<file path="src/rtl/fft_pkg.sv">
// Constants and FSM encoding shared by the FFT stage and its post-processing blocks.
package fft_pkg;

    localparam int unsigned FFT_LEN_DEF = 2048;
    localparam int unsigned AMP_W_DEF   = 47;

    typedef enum logic {
        ST_IDLE = 1'b0,
        ST_SCAN = 1'b1
    } pf_state_e;

endpackage

</file>
<file path="src/rtl/peak_cmp.sv">
// Argmax step: folds one bin into the running best when it lies in the search window.
module peak_cmp #(
    parameter int unsigned AMP_W  = 47,
    parameter int unsigned BIN_W  = 11,
    parameter int unsigned LO_BIN = 2,
    parameter int unsigned HI_BIN = 1023
) (
    input  logic             i_clear,
    input  logic [BIN_W-1:0] i_bin,
    input  logic [AMP_W-1:0] i_amp,
    input  logic [AMP_W-1:0] i_best_amp,
    input  logic [BIN_W-1:0] i_best_bin,
    output logic [AMP_W-1:0] o_best_amp_c,
    output logic [BIN_W-1:0] o_best_bin_c
);

    logic             w_lo_ok;
    logic             w_in_win;
    logic [AMP_W-1:0] w_base_amp;
    logic [BIN_W-1:0] w_base_bin;

    generate
        if (LO_BIN == 0) begin : g_no_skip
            assign w_lo_ok = 1'b1;
        end else begin : g_skip
            assign w_lo_ok = (i_bin >= BIN_W'(LO_BIN));
        end
    endgenerate

    assign w_in_win   = w_lo_ok && (i_bin <= BIN_W'(HI_BIN));
    // A new frame starts from amp=0 at the first searchable bin.
    assign w_base_amp = i_clear ? '0 : i_best_amp;
    assign w_base_bin = i_clear ? BIN_W'(LO_BIN) : i_best_bin;

    // Strict compare keeps the lowest index on ties.
    always_comb begin
        o_best_amp_c = w_base_amp;
        o_best_bin_c = w_base_bin;
        if (w_in_win && (i_amp > w_base_amp)) begin
            o_best_amp_c = i_amp;
            o_best_bin_c = i_bin;
        end
    end

endmodule

</file>
<file path="src/rtl/spectrum_peak_finder.sv">
// Per-frame argmax over the lower half of an FFT magnitude stream, with a
// held result, overrun flag and gap-timeout frame abort.
module spectrum_peak_finder
    import fft_pkg::*;
#(
    parameter int unsigned FFT_LEN     = FFT_LEN_DEF,
    parameter int unsigned AMP_W       = AMP_W_DEF,
    parameter int unsigned SKIP_BINS   = 2,
    parameter int unsigned GAP_TIMEOUT = 16
) (
    input  logic                       aclk,
    input  logic                       aresetn,
    input  logic [AMP_W-1:0]           amp,
    input  logic                       amp_valid,
    input  logic [AMP_W-1:0]           threshold,
    output logic [$clog2(FFT_LEN)-1:0] peak_bin,
    output logic [AMP_W-1:0]           peak_amp,
    output logic                       peak_hit,
    output logic                       result_valid,
    input  logic                       result_ready,
    output logic [15:0]                frame_cnt,
    output logic                       overrun,
    output logic                       frame_err
);

    localparam int unsigned BIN_W  = $clog2(FFT_LEN);
    localparam int unsigned GAP_W  = $clog2(GAP_TIMEOUT + 1);
    localparam int unsigned HI_BIN = FFT_LEN / 2 - 1;

    pf_state_e        r_state;
    logic [BIN_W-1:0] r_bin_cnt;
    logic [GAP_W-1:0] r_gap_cnt;
    logic [AMP_W-1:0] r_best_amp;
    logic [BIN_W-1:0] r_best_bin;
    logic [BIN_W-1:0] r_peak_bin;
    logic [AMP_W-1:0] r_peak_amp;
    logic             r_peak_hit;
    logic             r_result_valid;
    logic [15:0]      r_frame_cnt;
    logic             r_overrun;
    logic             r_frame_err;

    logic [AMP_W-1:0] w_nxt_amp;
    logic [BIN_W-1:0] w_nxt_bin;
    logic             w_last;
    logic             w_gap_abort;

    assign w_last      = (r_bin_cnt == BIN_W'(FFT_LEN - 1));
    assign w_gap_abort = (r_gap_cnt == GAP_W'(GAP_TIMEOUT - 1));

    peak_cmp #(
        .AMP_W  (AMP_W),
        .BIN_W  (BIN_W),
        .LO_BIN (SKIP_BINS),
        .HI_BIN (HI_BIN)
    ) u_peak_cmp (
        .i_clear      (r_state == ST_IDLE),
        .i_bin        (r_bin_cnt),
        .i_amp        (amp),
        .i_best_amp   (r_best_amp),
        .i_best_bin   (r_best_bin),
        .o_best_amp_c (w_nxt_amp),
        .o_best_bin_c (w_nxt_bin)
    );

    always_ff @(posedge aclk or negedge aresetn) begin
        if (!aresetn) begin
            r_state        <= ST_IDLE;
            r_bin_cnt      <= '0;
            r_gap_cnt      <= '0;
            r_best_amp     <= '0;
            r_best_bin     <= '0;
            r_peak_bin     <= '0;
            r_peak_amp     <= '0;
            r_peak_hit     <= 1'b0;
            r_result_valid <= 1'b0;
            r_frame_cnt    <= '0;
            r_overrun      <= 1'b0;
            r_frame_err    <= 1'b0;
        end else begin
            r_overrun   <= 1'b0;
            r_frame_err <= 1'b0;
            if (r_result_valid && result_ready) begin
                r_result_valid <= 1'b0;
            end
            case (r_state)
                ST_IDLE: begin
                    if (amp_valid) begin
                        r_state    <= ST_SCAN;
                        r_bin_cnt  <= r_bin_cnt + BIN_W'(1);
                        r_gap_cnt  <= '0;
                        r_best_amp <= w_nxt_amp;
                        r_best_bin <= w_nxt_bin;
                    end
                end
                ST_SCAN: begin
                    if (amp_valid) begin
                        r_gap_cnt  <= '0;
                        r_bin_cnt  <= r_bin_cnt + BIN_W'(1);
                        r_best_amp <= w_nxt_amp;
                        r_best_bin <= w_nxt_bin;
                        // Last bin: publish; an unaccepted older result is lost.
                        if (w_last) begin
                            r_state        <= ST_IDLE;
                            r_peak_bin     <= w_nxt_bin;
                            r_peak_amp     <= w_nxt_amp;
                            r_peak_hit     <= (w_nxt_amp >= threshold);
                            r_frame_cnt    <= r_frame_cnt + 16'd1;
                            r_result_valid <= 1'b1;
                            r_overrun      <= r_result_valid && !result_ready;
                        end
                    end else if (w_gap_abort) begin
                        r_state     <= ST_IDLE;
                        r_bin_cnt   <= '0;
                        r_gap_cnt   <= '0;
                        r_frame_err <= 1'b1;
                    end else begin
                        r_gap_cnt <= r_gap_cnt + GAP_W'(1);
                    end
                end
                default: r_state <= ST_IDLE;
            endcase
        end
    end

    assign peak_bin     = r_peak_bin;
    assign peak_amp     = r_peak_amp;
    assign peak_hit     = r_peak_hit;
    assign result_valid = r_result_valid;
    assign frame_cnt    = r_frame_cnt;
    assign overrun      = r_overrun;
    assign frame_err    = r_frame_err;

endmodule

</file>
<file path="config.mk">
export PLATFORM = sky130hd
export DESIGN_NAME = spectrum_peak_finder
export DESIGN_NICKNAME = d
export VERILOG_FILES = /design/src/rtl/fft_pkg.sv /design/src/rtl/peak_cmp.sv /design/src/rtl/spectrum_peak_finder.sv
export SDC_FILE = /design/constraint.sdc
export NUM_CORES = 1
export LEC_CHECK = 0
export CORE_ASPECT_RATIO = 1.5
export CORE_MARGIN = 3
export CORE_UTILIZATION = 45
export DETAILED_ROUTE_END_ITERATION = 7
export MAX_ROUTING_LAYER = met4
export PLACE_DENSITY = 0.81
export SETUP_SLACK_MARGIN = 0.1
export SLEW_MARGIN = 0
export SYNTH_ARGS = -nofsm -noshare
export SYNTH_HDL_FRONTEND = slang
export SYNTH_HIERARCHICAL = 1
export SYNTH_SLANG_ARGS = --single-unit
</file>
<file path="constraint.sdc">
create_clock -name aclk -period 7.35 [get_ports aclk]
set_input_delay 1.1025 -clock aclk [delete_from_list [all_inputs] [get_ports aclk]]
set_output_delay 1.1025 -clock aclk [all_outputs]
set_load 0.02 [all_outputs]
</file>
**Word-level counts from Yosys, hierarchy flattened**

Index checks and enable logic that the tools add are counted.

- Bits of input ports: 98
- Output and inout bits: 78
- Bits in latches: 0
- Memory bits (read-only): 0
- Register bits: 153
- Memory bits (writable): 0
- Memories kept: 0
- Logic and storage cells: 60

- Shift-type cells: 0
- Multiply operators: 0
- Div/mod/pow operators: 0
- Reductions and logical operators: 7
- $add $sub $neg: 3
- Muxes and demuxes: 29
- Order comparisons: 4
- Equality and inequality tests: 4
- Bitwise logic cells: 1

Operator list:

| kind | number |
|---|---|
| $mux 47 | 3 |
| $mux 11 | 6 |
| $ge 47x47->1 | 1 |
| $gt 47x47->1 | 1 |
| $pmux 11 s2 | 1 |
| $add 16x1->16 const B | 1 |
| $mux 5 | 3 |
| $mux 1 | 14 |
| $add 11x1->11 const B | 1 |
| $eq 11x11->1 const B | 1 |
| $ge 11x2->1 const B | 1 |
| $le 11x10->1 const B | 1 |
| $pmux 5 s2 | 1 |
| $add 5x1->5 const B | 1 |
| $eq 5x4->1 const B | 1 |
| $logic_and 1x1->1 | 4 |
| $ne 3x2->1 const B | 1 |
| $reduce_and 3->1 | 1 |
| $ne 2x2->1 const B | 1 |
| $pmux 1 s2 | 1 |
| $reduce_and 2->1 | 1 |
| $logic_not 1->1 | 1 |
| $not 1->1 | 1 |

**Depth between registers and ports, before layout**

Gate-level depths: netlist (run 1).

- Word-level depth: 5
- Depth in mapped cells: 21

**Modules after synthesis**

The synthesis (run 1) kept the hierarchy.

Modules (own cells, without submodules):

| module | area an instance (um^2) | instances | cells each |
|---|---|---|---|
| spectrum_peak_finder | 7156.9 | 1 | 691 |
| peak_cmp | 2250.9 | 1 | 303 |

**Worst setup path before layout (run 1)**

OpenSTA, ideal clock, no wires.

- Path type: flip-flop to flip-flop
- Start: reg r_state
- End: reg r_peak_hit, in the netlist peak_hit
- Clock period less this slack: 4.684 ns
- Buffers on the path: 5
- Library setup time: 0.143 ns
- Setup slack: 2.666 ns
- Stages on the path, launching flop included: 22
- Arrival: 4.541 ns
- Cells stage by stage: dfrtp_1 -> buf_2 -> inv_1 -> clkbuf_1 -> clkbuf_1 -> nand2b_1 -> ha_1 -> nand4_1 -> or4_1 -> o31ai_2 -> a311oi_1 -> nor3_2 -> buf_4 -> buf_6 -> mux2i_1 -> ha_1 -> a21o_1 -> a21o_1 -> a221oi_1 -> o211ai_1 -> o211ai_1 -> a31oi_1

- Longest elaborated chain between the ends: 5
- Elaborated cells between the ends (all ways): 6
- Those cells by class: 2 x order compare; 2 x mux; 2 x reduce/logical

Ends and longest elaborated chain:

| element | RTL line | source |
|---|---|---|
| start, declared | spectrum_peak_finder.sv:30 | `pf_state_e r_state;` |
| start signal, assigned | spectrum_peak_finder.sv:68 | `r_state <= ST_IDLE;` |
| start signal, assigned | spectrum_peak_finder.sv:89 | `r_state <= ST_SCAN;` |
| start signal, assigned | spectrum_peak_finder.sv:104 | `r_state <= ST_IDLE;` |
| $mux 47 * | peak_cmp.sv:32 | `assign w_base_amp = i_clear ? '0 : i_best_amp;` |
| $gt 47x47->1 | peak_cmp.sv:39 | `if (w_in_win && (i_amp > w_base_amp)) begin` |
| $logic_and 1x1->1 | peak_cmp.sv:39 |  |
| $mux 47 * | peak_cmp.sv:39 |  |
| via w_nxt_amp[28] | spectrum_peak_finder.sv:43 | `logic [AMP_W-1:0] w_nxt_amp;` |
| $ge 47x47->1 * | spectrum_peak_finder.sv:107 | `r_peak_hit <= (w_nxt_amp >= threshold);` |
| end signal, assigned | spectrum_peak_finder.sv:107 |  |
| end, declared | spectrum_peak_finder.sv:37 | `logic r_peak_hit;` |

Mark *: on every way through the listed nets, which the timed path passes. The rest lies on a longest branch.
A chain may end at the register's enable or synchronous reset.

**Worst setup path after layout (run 1)**

Ends and elaborated chain as after synthesis.

==> results of run 1 <==
-- per-stage QoR --
step	hold WS, ns	area (um2)	setup slack [ns]	total power [mW]	instances
2_1_floorplan	0.4727	9408	2.666	2.175	994
3_3_place_gp	0.4499	11390	1.190	2.496	1402
3_5_place_dp	0.4557	11390	1.044	2.556	1402
4_1_cts	0.4685	11960	1.015	3.439	1434
5_1_grt	0.4854	11960	0.7297	3.678	1434
6_report	0.4659	11960	1.097	3.417	1434
-- sequential cells by signal (all words and copies together), names as in the netlist --
register,flops
r_best_bin,11
frame_err,1
result_valid,1
r_best_amp,47
frame_cnt,16
r_state,1
r_bin_cnt,11
peak_bin,11
r_gap_cnt,5
peak_amp,47
overrun,1
peak_hit,1
-- cells in the final DEF (no fill, tap or decap), drive strengths merged, types with 8 or more instances in the layout --
master	n
a21oi	44
buf	8
clkbuf	18
clkdlybuf4s50	173
dfrtp	153
ha	97
inv	106
mux2	69
mux2i	53
nand2	211
nand2b	50
nand3	18
nand4	25
nor2	22
nor2b	12
nor3	9
o21ai	19
xnor2	12
-- worst max-delay path by stage --
stage / startpoint / endpoint / slack, ns
after floorplan: r_state / peak_hit / 2.67
final: r_state / peak_hit / 1.10
after global routing: r_state / peak_hit / 0.73
after global placement: r_state / peak_hit / 1.19
after detailed placement: r_state / peak_hit / 1.04
after CTS: r_state / peak_hit / 1.02
-- critical path, stage by stage (launching register included) --
cell      delay (ns)
dfrtp_1         0.48
inv_1           0.73
buf_4           0.43
nand2b_1        0.18
ha_1            0.15
nand4_1         0.15
or4_1           0.62
o31ai_2         0.32
a311oi_1        0.12
nor3_4          0.25
buf_12          0.38
mux2i_1         0.36
ha_1            0.21
nand4_1         0.16
nor4_1          0.41
nand2_1         0.23
a311oi_1        0.60
o211ai_1        0.17
a31oi_1         0.19
-- layer usage --
| metal | vias to the layer above | wire length [um] | global-route usage (%) |
|---|---|---|---|
| li1 | 3684 | - | - |
| met5 | - | 0 | - |
| met3 | 41 | 812 | 3.672 |
| met2 | 164 | 12830 | 39.56 |
| met1 | 3710 | 9459 | 24.30 |
| met4 | 0 | 644 | 8.246 |
-- cell type report --
cell class	count	area, um2
Fill cell	1783	8536
Multi-Input combinational cell	703	5041
Sequential cell	153	3829
Timing Repair Buffer	181	1808
Clock buffer	18	439.2
Inverter	101	379.1
Tap cell	264	330.3
Clock inverter	14	137.6
-- power by group --
part	switching (mW)	total (mW)	internal, mW
registers	0.0819	1.08	0.994
logic	0.803	1.48	0.678
clock network	0.378	0.860	0.482
-- cell usage after synthesis, types with 3 or more instances --
cell,count
a21oi_1,44
xor2_1,5
nand2b_1,50
a211oi_1,3
nor2_1,22
and3_1,7
o21ai_0,19
nand2_1,211
nor2b_1,12
buf_4,5
xnor2_1,12
a221oi_1,4
buf_1,4
nand3_1,16
ha_1,97
or4_1,4
dfrtp_1,153
nand4_1,25
nor3_1,7
a21o_1,7
and4_1,4
mux2_2,69
inv_1,101
clkbuf_1,24
mux2i_1,53
-- logic make-up (layout without fill, tap and decap cells) --
group	after synthesis	after routing	synth area share, %
fa+ha+maj	97	97	12.90
xor+xnor	17	17	1.583
compound gates	96	96	6.211
mux	122	122	13.90
flops	153	153	40.70
buf+inv	138	314	5.892
simple gates	371	371	18.82
==> impl_metrics.env, run 1 <==
export IMPL_tns_ns=0
export IMPL_cp_arrival_ns=6.59
export IMPL_max_freq_mhz=159.9
export IMPL_max_cap_viol_count=0
export IMPL_hold_path_class="flop to flop"
export IMPL_grtUsageTotal_pct=22.12
export IMPL_cts_root_buf="clkbuf_16"
export IMPL_worst_slew_pin_slew_ns=1.076
export IMPL_fp_row_count=64
export IMPL_min_path_cells=2
export IMPL_n_antenna_cell=0
export IMPL_synth_main_ff_cell="dfrtp_1"
export IMPL_drc_errors=0
export IMPL_seq_area_frac_synth_pct=40.70
export IMPL_slew_viol_final=0
export IMPL_hp_start="peak_amp[24]"
export IMPL_yosys_top_cells_area="dfrtp_1, ha_1, nand2_1, mux2_2, mux2i_1"
export IMPL_syn_num_nets=1189
export IMPL_syn_to_final_growth_pct=27.17
export IMPL_hpwl_um=17150
export IMPL_die_w_um=124.1
export IMPL_cp_end_kind="flop"
export IMPL_syn_area_per_cell_um2=9.465
export IMPL_worstSkewPairLatency_ns=0.43
export IMPL_grt_max_degree=86
export IMPL_wl_um=23750
export IMPL_yosysWarnings=6
export IMPL_min_period_ns=6.253
export IMPL_vdd_drop_max_mv=0.1455
export IMPL_synth_ff_latch_count=153
export IMPL_cp_max_fo=58
export IMPL_dr_pass1_iters=4
export IMPL_synth_cell_type_count=50
export IMPL_cts_tree="built"
export IMPL_syn_inst=994
export IMPL_relSlewSlack_pct=28.29
export IMPL_cts_buffers=17
export IMPL_cts_setup_buffers=0
export IMPL_power_density_nw_per_um2=285.6
export IMPL_clk_path_buf_depth=2
export IMPL_routedWlPerCell_um=16.56
export IMPL_holdBufCountCts=0
export IMPL_port_buffers=175
export IMPL_status="complete, no violations"
export IMPL_die_h_um=183.1
export IMPL_finalHoldViolCount=0
export IMPL_finish_utilization_pct=58.36
export IMPL_synth_top_cell_area_share_pct=40.70
export IMPL_netlist_area_um2=9408
export IMPL_place_gp_congestion=0.8003
export IMPL_reg2reg_slack_ns=1.10
export IMPL_rsz0062_at_grt="no"
export IMPL_cts_sinks=153
export IMPL_io_pins=176
export IMPL_fin_nets=1352
export IMPL_synth_edf_count=0
export IMPL_core_um2=20500
export IMPL_ant_nets=0
export IMPL_synthArstFlopShare_pct=100.0
export IMPL_drive_gt1_share_pct=10.00
export IMPL_first_global_vias=7924
export IMPL_initial_utilization_pct=45.89
export IMPL_die_area_um2=22710
export IMPL_r2r_end="peak_hit"
export IMPL_h_tree_depth=4
export IMPL_yosys_area_top_type="dfrtp_1"
export IMPL_period_share_pct=85.08
export IMPL_drtIter0Drc=384
export IMPL_regToRegStartpoint="r_state"
export IMPL_antenna_found_initial=0
export IMPL_setup_viol=0
export IMPL_criticalPathCategory="flop to flop"
export IMPL_grt_ovfl_total=0
export IMPL_grt_pass1_wl_um=38410
export IMPL_num_vias=7599
export IMPL_startpoint_type="flop"
export IMPL_p_leak_nw=6.127
export IMPL_post_cts_resized=0
export IMPL_worst_endpoint_required_ns=7.69
export IMPL_finClkSkew_ns=0.009334
export IMPL_rr_worst_depth=18
export IMPL_holdPathEnd="peak_amp[24]"
export IMPL_viasPerCell=5.299
export IMPL_clkTransAtPathRegs_ns=0.07
No activity file was read; power rests on OpenSTA's default activity.
==> run 2: changes to the inputs <==
--- a/config.mk
+++ b/config.mk
@@ -6,7 +6,7 @@
 export NUM_CORES = 1
 export LEC_CHECK = 0
 export CORE_ASPECT_RATIO = 1.5
-export CORE_MARGIN = 3
+export CORE_MARGIN = 1.5
 export CORE_UTILIZATION = 45
 export DETAILED_ROUTE_END_ITERATION = 7
 export MAX_ROUTING_LAYER = met4
==> run 2 against run 1 <==
Effect of this change:
- non-clock buffer count up 4
- core utilization up 0.43 points
- maximum frequency down 1.0%
- combinational power about the same
- global-route usage up 1.5 points
- total power up 1.5%
- sequential share of layout area down 0.11 points
- critical path type unchanged
- count of clock-buffer cells in the layout unchanged
- design area up 0.35%
- routed wire length up 1.4%
==> impl_metrics.env, run 2 (synthesis gave the netlist of run 1 again) <==
export IMPL_clk_path_buf_depth=2
export IMPL_holdBufCountCts=0
export IMPL_max_cap_viol_count=0
export IMPL_num_vias=7634
export IMPL_worstSkewPairLatency_ns=0.44
export IMPL_cts_tree="built"
export IMPL_p_leak_nw=6.149
export IMPL_fin_nets=1356
export IMPL_power_total_mw=3.470
export IMPL_grt_max_degree=88
export IMPL_endpoint="peak_hit"
export IMPL_status="complete, no violations"
export IMPL_cp_max_fo=33
export IMPL_rsz0062_at_grt="no"
export IMPL_power_density_nw_per_um2=289.0
export IMPL_slew_viol_final=0
export IMPL_fp_row_count=64
export IMPL_place_gp_congestion=0.8538
export IMPL_setup_viol=0
export IMPL_hpwl_um=17460
export IMPL_reg2reg_slack_ns=1.03
export IMPL_drive_gt1_share_pct=10.31
export IMPL_worst_endpoint_required_ns=7.72
export IMPL_startpoint_type="flop"
export IMPL_finalNonFillerCells=1438
export IMPL_preCtsSetupSlack_ns=0.7156
export IMPL_dp_cells=1406
export IMPL_ant_nets=0
export IMPL_finalHoldViolCount=0
export IMPL_wl_um=24090
export IMPL_syn_to_final_growth_pct=27.61
export IMPL_layout_common_cells="nand2_1, clkdlybuf4s50_1, dfrtp_1, inv_1, ha_1"
export IMPL_n_antenna_cell=0
export IMPL_grt_pass1_wl_um=39280
export IMPL_h_tree_depth=4
export IMPL_post_cts_resized=0
export IMPL_routedWlPerCell_um=16.75
export IMPL_mostFrequentLayoutCell="nand2_1"
export IMPL_critPathLaunch="r_state"
export IMPL_worst_slew_pin_slew_ns=0.8777
export IMPL_cts_sinks=153
export IMPL_initial_utilization_pct=46.07
export IMPL_port_buffers=175
export IMPL_relSlewSlack_pct=41.49
export IMPL_vdd_drop_max_mv=0.2105
export IMPL_drc_errors=0
export IMPL_regToRegStartpoint="r_state"
export IMPL_drtIter0Drc=347
export IMPL_rr_worst_depth=18
export IMPL_io_pins=176
export IMPL_cp_end_kind="flop"
export IMPL_fin_ws_ns=1.033
export IMPL_r2r_end="peak_hit"
export IMPL_finish_utilization_pct=58.79
export IMPL_clkTransAtPathRegs_ns=0.07
export IMPL_criticalPathCategory="flop to flop"
export IMPL_dr_pass1_iters=5
export IMPL_period_share_pct=85.95
export IMPL_finClkSkew_ns=0.01245
export IMPL_die_h_um=180.1
export IMPL_viasPerCell=5.309
export IMPL_grtUsageTotal_pct=23.65
export IMPL_first_global_vias=7926
export IMPL_core_um2=20420
export IMPL_die_w_um=121.1
export IMPL_min_path_cells=2
export IMPL_hold_path_class="flop to flop"
export IMPL_min_period_ns=6.317
export IMPL_cts_setup_buffers=0
export IMPL_die_area_um2=21800
export IMPL_cp_arrival_ns=6.68
export IMPL_grt_ovfl_total=0
export IMPL_antenna_found_initial=0
export IMPL_max_freq_mhz=158.3
export IMPL_cts_root_buf="clkbuf_16"
export IMPL_cts_buffers=17
export IMPL_tns_ns=0
## run 2: changes by cell type in the layout (fill, tap and decap cells not counted)
cell	change
clkinv_2	-1
buf_4	+4
inv_6	+1
inv_8	+3
clkinv_4	-3
## run 2: cell type report
cell class                 instances  area, um2
clock buffer                      18      439.2
clock inverter                    14      148.9
fill                            1763       8414
inverter                         101      379.1
multi-input combinational        703       5041
sequential                       153       3829
tap                              264      330.3
timing repair buffer             185       1838
## run 2: per-stage QoR
step | area (um2) | hold slack [ns]
after global routing | 12010 | 0.4822
final | 12010 | 0.4641
after floorplan | 9408 | 0.4727
after CTS | 12010 | 0.4686
after global placement | 11420 | 0.4506
after detailed placement | 11420 | 0.4553
## run 2: how the worst min path moves through the flow
stage,from,endpoint,slack [ns]
3_5_place_dp,peak_amp[23],peak_amp[23],0.46
2_1_floorplan,r_best_amp[0],r_best_amp[0],0.47
6_report,peak_amp[23],peak_amp[23],0.46
3_3_place_gp,peak_amp[27],peak_amp[27],0.45
4_1_cts,peak_amp[23],peak_amp[23],0.47
5_1_grt,peak_amp[45],peak_amp[45],0.48
## run 2: report_power, final
part | switching (mW) | internal (mW)
Combinational | 0.815 | 0.682
Sequential | 0.0820 | 0.994
Clock | 0.407 | 0.489
Total | 1.30 | 2.17
## run 2: layer usage
metal,vias to the layer above,global-route usage (%),routed length [um]
li1,3687,-,-
met1,3714,25.99,9691
met2,184,41.75,12750
met3,49,4.241,891
met4,0,9.647,756
met5,-,-,0
## run 2: worst max-delay path: stages (launching register included)
cell	delay [ns]
dfrtp_1	0.52
inv_1	0.37
buf_12	0.29
nand2b_1	0.17
ha_1	0.32
nand4_1	0.23
or4_1	0.67
o31ai_2	0.30
a311oi_1	0.12
nor3_4	0.63
buf_4	0.38
mux2i_1	0.38
ha_1	0.20
nand4_1	0.16
nor4_1	0.38
nand2_1	0.20
a311oi_1	0.58
o211ai_1	0.14
a31oi_1	0.18
==> run 3: changes to the inputs <==
--- a/config.mk
+++ b/config.mk
@@ -9,8 +9,9 @@
 export CORE_MARGIN = 1.5
 export CORE_UTILIZATION = 45
 export DETAILED_ROUTE_END_ITERATION = 7
+export GPL_ROUTABILITY_DRIVEN = 1
 export MAX_ROUTING_LAYER = met4
-export PLACE_DENSITY = 0.81
+export PLACE_DENSITY_LB_ADDON = 0.15
 export SETUP_SLACK_MARGIN = 0.1
 export SLEW_MARGIN = 0
 export SYNTH_ARGS = -nofsm -noshare
==> run 3 against run 2 <==
Effect of this change:
- die area unchanged
- first-iteration DRC count down 33%
- via count decreased by 1.6%
- final cell count hardly changed
- non-clock buffer count decreased by 3
- setup slack better by 0.16 ns
- sequential cell count unchanged
==> impl_metrics.env, run 3 (synthesis gave the netlist of run 1 again) <==
export IMPL_grt_ovfl_total=0
export IMPL_grt_max_degree=79
export IMPL_drtIter0Drc=232
export IMPL_criticalPathCategory="flop to flop"
export IMPL_first_global_vias=7684
export IMPL_cts_setup_buffers=0
export IMPL_max_cap_viol_count=0
export IMPL_p_leak_nw=6.132
export IMPL_fin_nets=1353
export IMPL_routedWlPerCell_um=16.23
export IMPL_min_period_ns=6.157
export IMPL_cpLargestDelayFamily="simple AND/OR/NAND/NOR gates"
export IMPL_cts_root_buf="clkbuf_16"
export IMPL_fillers=1838
export IMPL_grt_pass1_wl_um=37940
export IMPL_port_buffers=175
export IMPL_vdd_drop_max_mv=0.1462
export IMPL_cts_tree="built"
export IMPL_slew_viol_final=0
export IMPL_layout_common_cells="nand2_1, clkdlybuf4s50_1, dfrtp_1, inv_1, ha_1"
export IMPL_ant_nets=0
export IMPL_critPathLaunch="r_state"
export IMPL_holdBufCountCts=0
export IMPL_startpoint_type="flop"
export IMPL_cp_max_fo=43
export IMPL_worst_endpoint_required_ns=7.70
export IMPL_power_density_nw_per_um2=282.5
export IMPL_cp_end_kind="flop"
export IMPL_mostFrequentLayoutCell="nand2_1"
export IMPL_drive_gt1_share_pct=10.08
export IMPL_crit_path_max_incr_delay_ns=0.65
export IMPL_crit_chain="inv_1 > buf_12 > nand2b_1 > ha_1 > nand4_1 > or4_1 > o31ai_2 > a311oi_1 > nor3_4 > buf_4 > mux2i_1 > ha_1 > nand4_1 > nor4_1 > nand2_1 > a311oi_1 > o211ai_1 > a31oi_1"
export IMPL_antenna_found_initial=2
export IMPL_finish_utilization_pct=58.60
export IMPL_regToRegStartpoint="r_state"
export IMPL_drc_errors=0
export IMPL_power_total_mw=3.381
export IMPL_hpwl_um=16660
export IMPL_viasPerCell=5.225
export IMPL_initial_utilization_pct=46.07
export IMPL_hold_path_class="flop to flop"
export IMPL_rsz0062_at_grt="no"
export IMPL_hold_slack_ns=0.4638
export IMPL_fp_row_count=64
export IMPL_cp_slowest_cell="or4_1"
export IMPL_status="complete, no violations"
export IMPL_h_tree_depth=4
export IMPL_clk_path_buf_depth=2
export IMPL_worst_slew_pin_slew_ns=1.025
export IMPL_io_pins=176
export IMPL_finalHoldViolCount=0
export IMPL_worstSkewPairLatency_ns=0.43
export IMPL_die_w_um=121.1
export IMPL_grtUsageTotal_pct=22.85
export IMPL_max_freq_mhz=162.4
export IMPL_place_gp_congestion=0.8469
export IMPL_cp_arrival_ns=6.50
export IMPL_setup_viol=0
export IMPL_critPathBufInv=3
export IMPL_dr_pass1_iters=5
export IMPL_wl_um=23320
export IMPL_num_vias=7509
export IMPL_period_share_pct=83.77
export IMPL_cts_sinks=153
export IMPL_die_h_um=180.1
export IMPL_tns_ns=0
export IMPL_hp_start="peak_amp[41]"
export IMPL_die_area_um2=21800
export IMPL_syn_to_final_growth_pct=27.20
export IMPL_clkTransAtPathRegs_ns=0.07
export IMPL_core_um2=20420
export IMPL_relSlewSlack_pct=31.64
export IMPL_post_cts_resized=0
export IMPL_cts_buffers=17
export IMPL_finClkSkew_ns=0.007654
[run 3: cell types whose count changed in the layout (fill, tap and decap cells not counted)]
cell	previous run	this run
bufinv_16	1	0
buf_4	10	7
inv_6	6	3
inv_8	3	1
clkinv_4	2	3
diode_2	0	2
clkbuf_8	1	4
clkinvlp_4	2	1
clkinv_2	0	3
[run 3: area by class of cell]
type	count	area, um2	area share (%)
Clock inverter	11	86.33	0.7215
Sequential cell	153	3829	31.99
Timing Repair Buffer	182	1815	15.17
Multi-Input combinational cell	703	5041	42.13
Tap cell	264	330.3	2.760
Inverter	101	379.1	3.168
Antenna cell	2	5.005	0.04182
Clock buffer	21	480.5	4.015
[run 3: per-stage QoR]
stage / std cells / instance area (um2) / worst slack, ns
2_1_floorplan: 994 / 9408 / 2.666
3_3_place_gp: 1403 / 11390 / 1.107
3_5_place_dp: 1403 / 11390 / 0.9642
4_1_cts: 1435 / 11960 / 1.035
5_1_grt: 1437 / 11970 / 0.7908
6_report: 1437 / 11970 / 1.193
[run 3: path summary, 6_finish.rpt]
check,end,slack [ns],depth (start not counted)
min in group asynchronous,peak_amp[38],0.68,1
max in group asynchronous,frame_cnt[3],5.12,2
hold reg to reg,peak_amp[41],0.46,2
setup reg to reg,peak_hit,1.19,18
setup / recovery,peak_hit,1.19,18
hold / removal,peak_amp[41],0.46,2
[run 3: tightest hold or removal path: stages, from the launching register on]
cell	delay (ns)
dfrtp_1	0.34
nand2_1	0.05
nand2_1	0.05
[run 3: report_power, final]
part / switching [mW] / internal [mW]
combinational: 0.792 / 0.671
clock: 0.370 / 0.473
sequential: 0.0802 / 0.995
total: 1.24 / 2.14
[run 3: per-layer routing]
layer,wire length (um),global-route usage (%)
met5,0,-
met4,633,8.188
met3,871,4.304
met2,12330,40.75
met1,9479,25.09
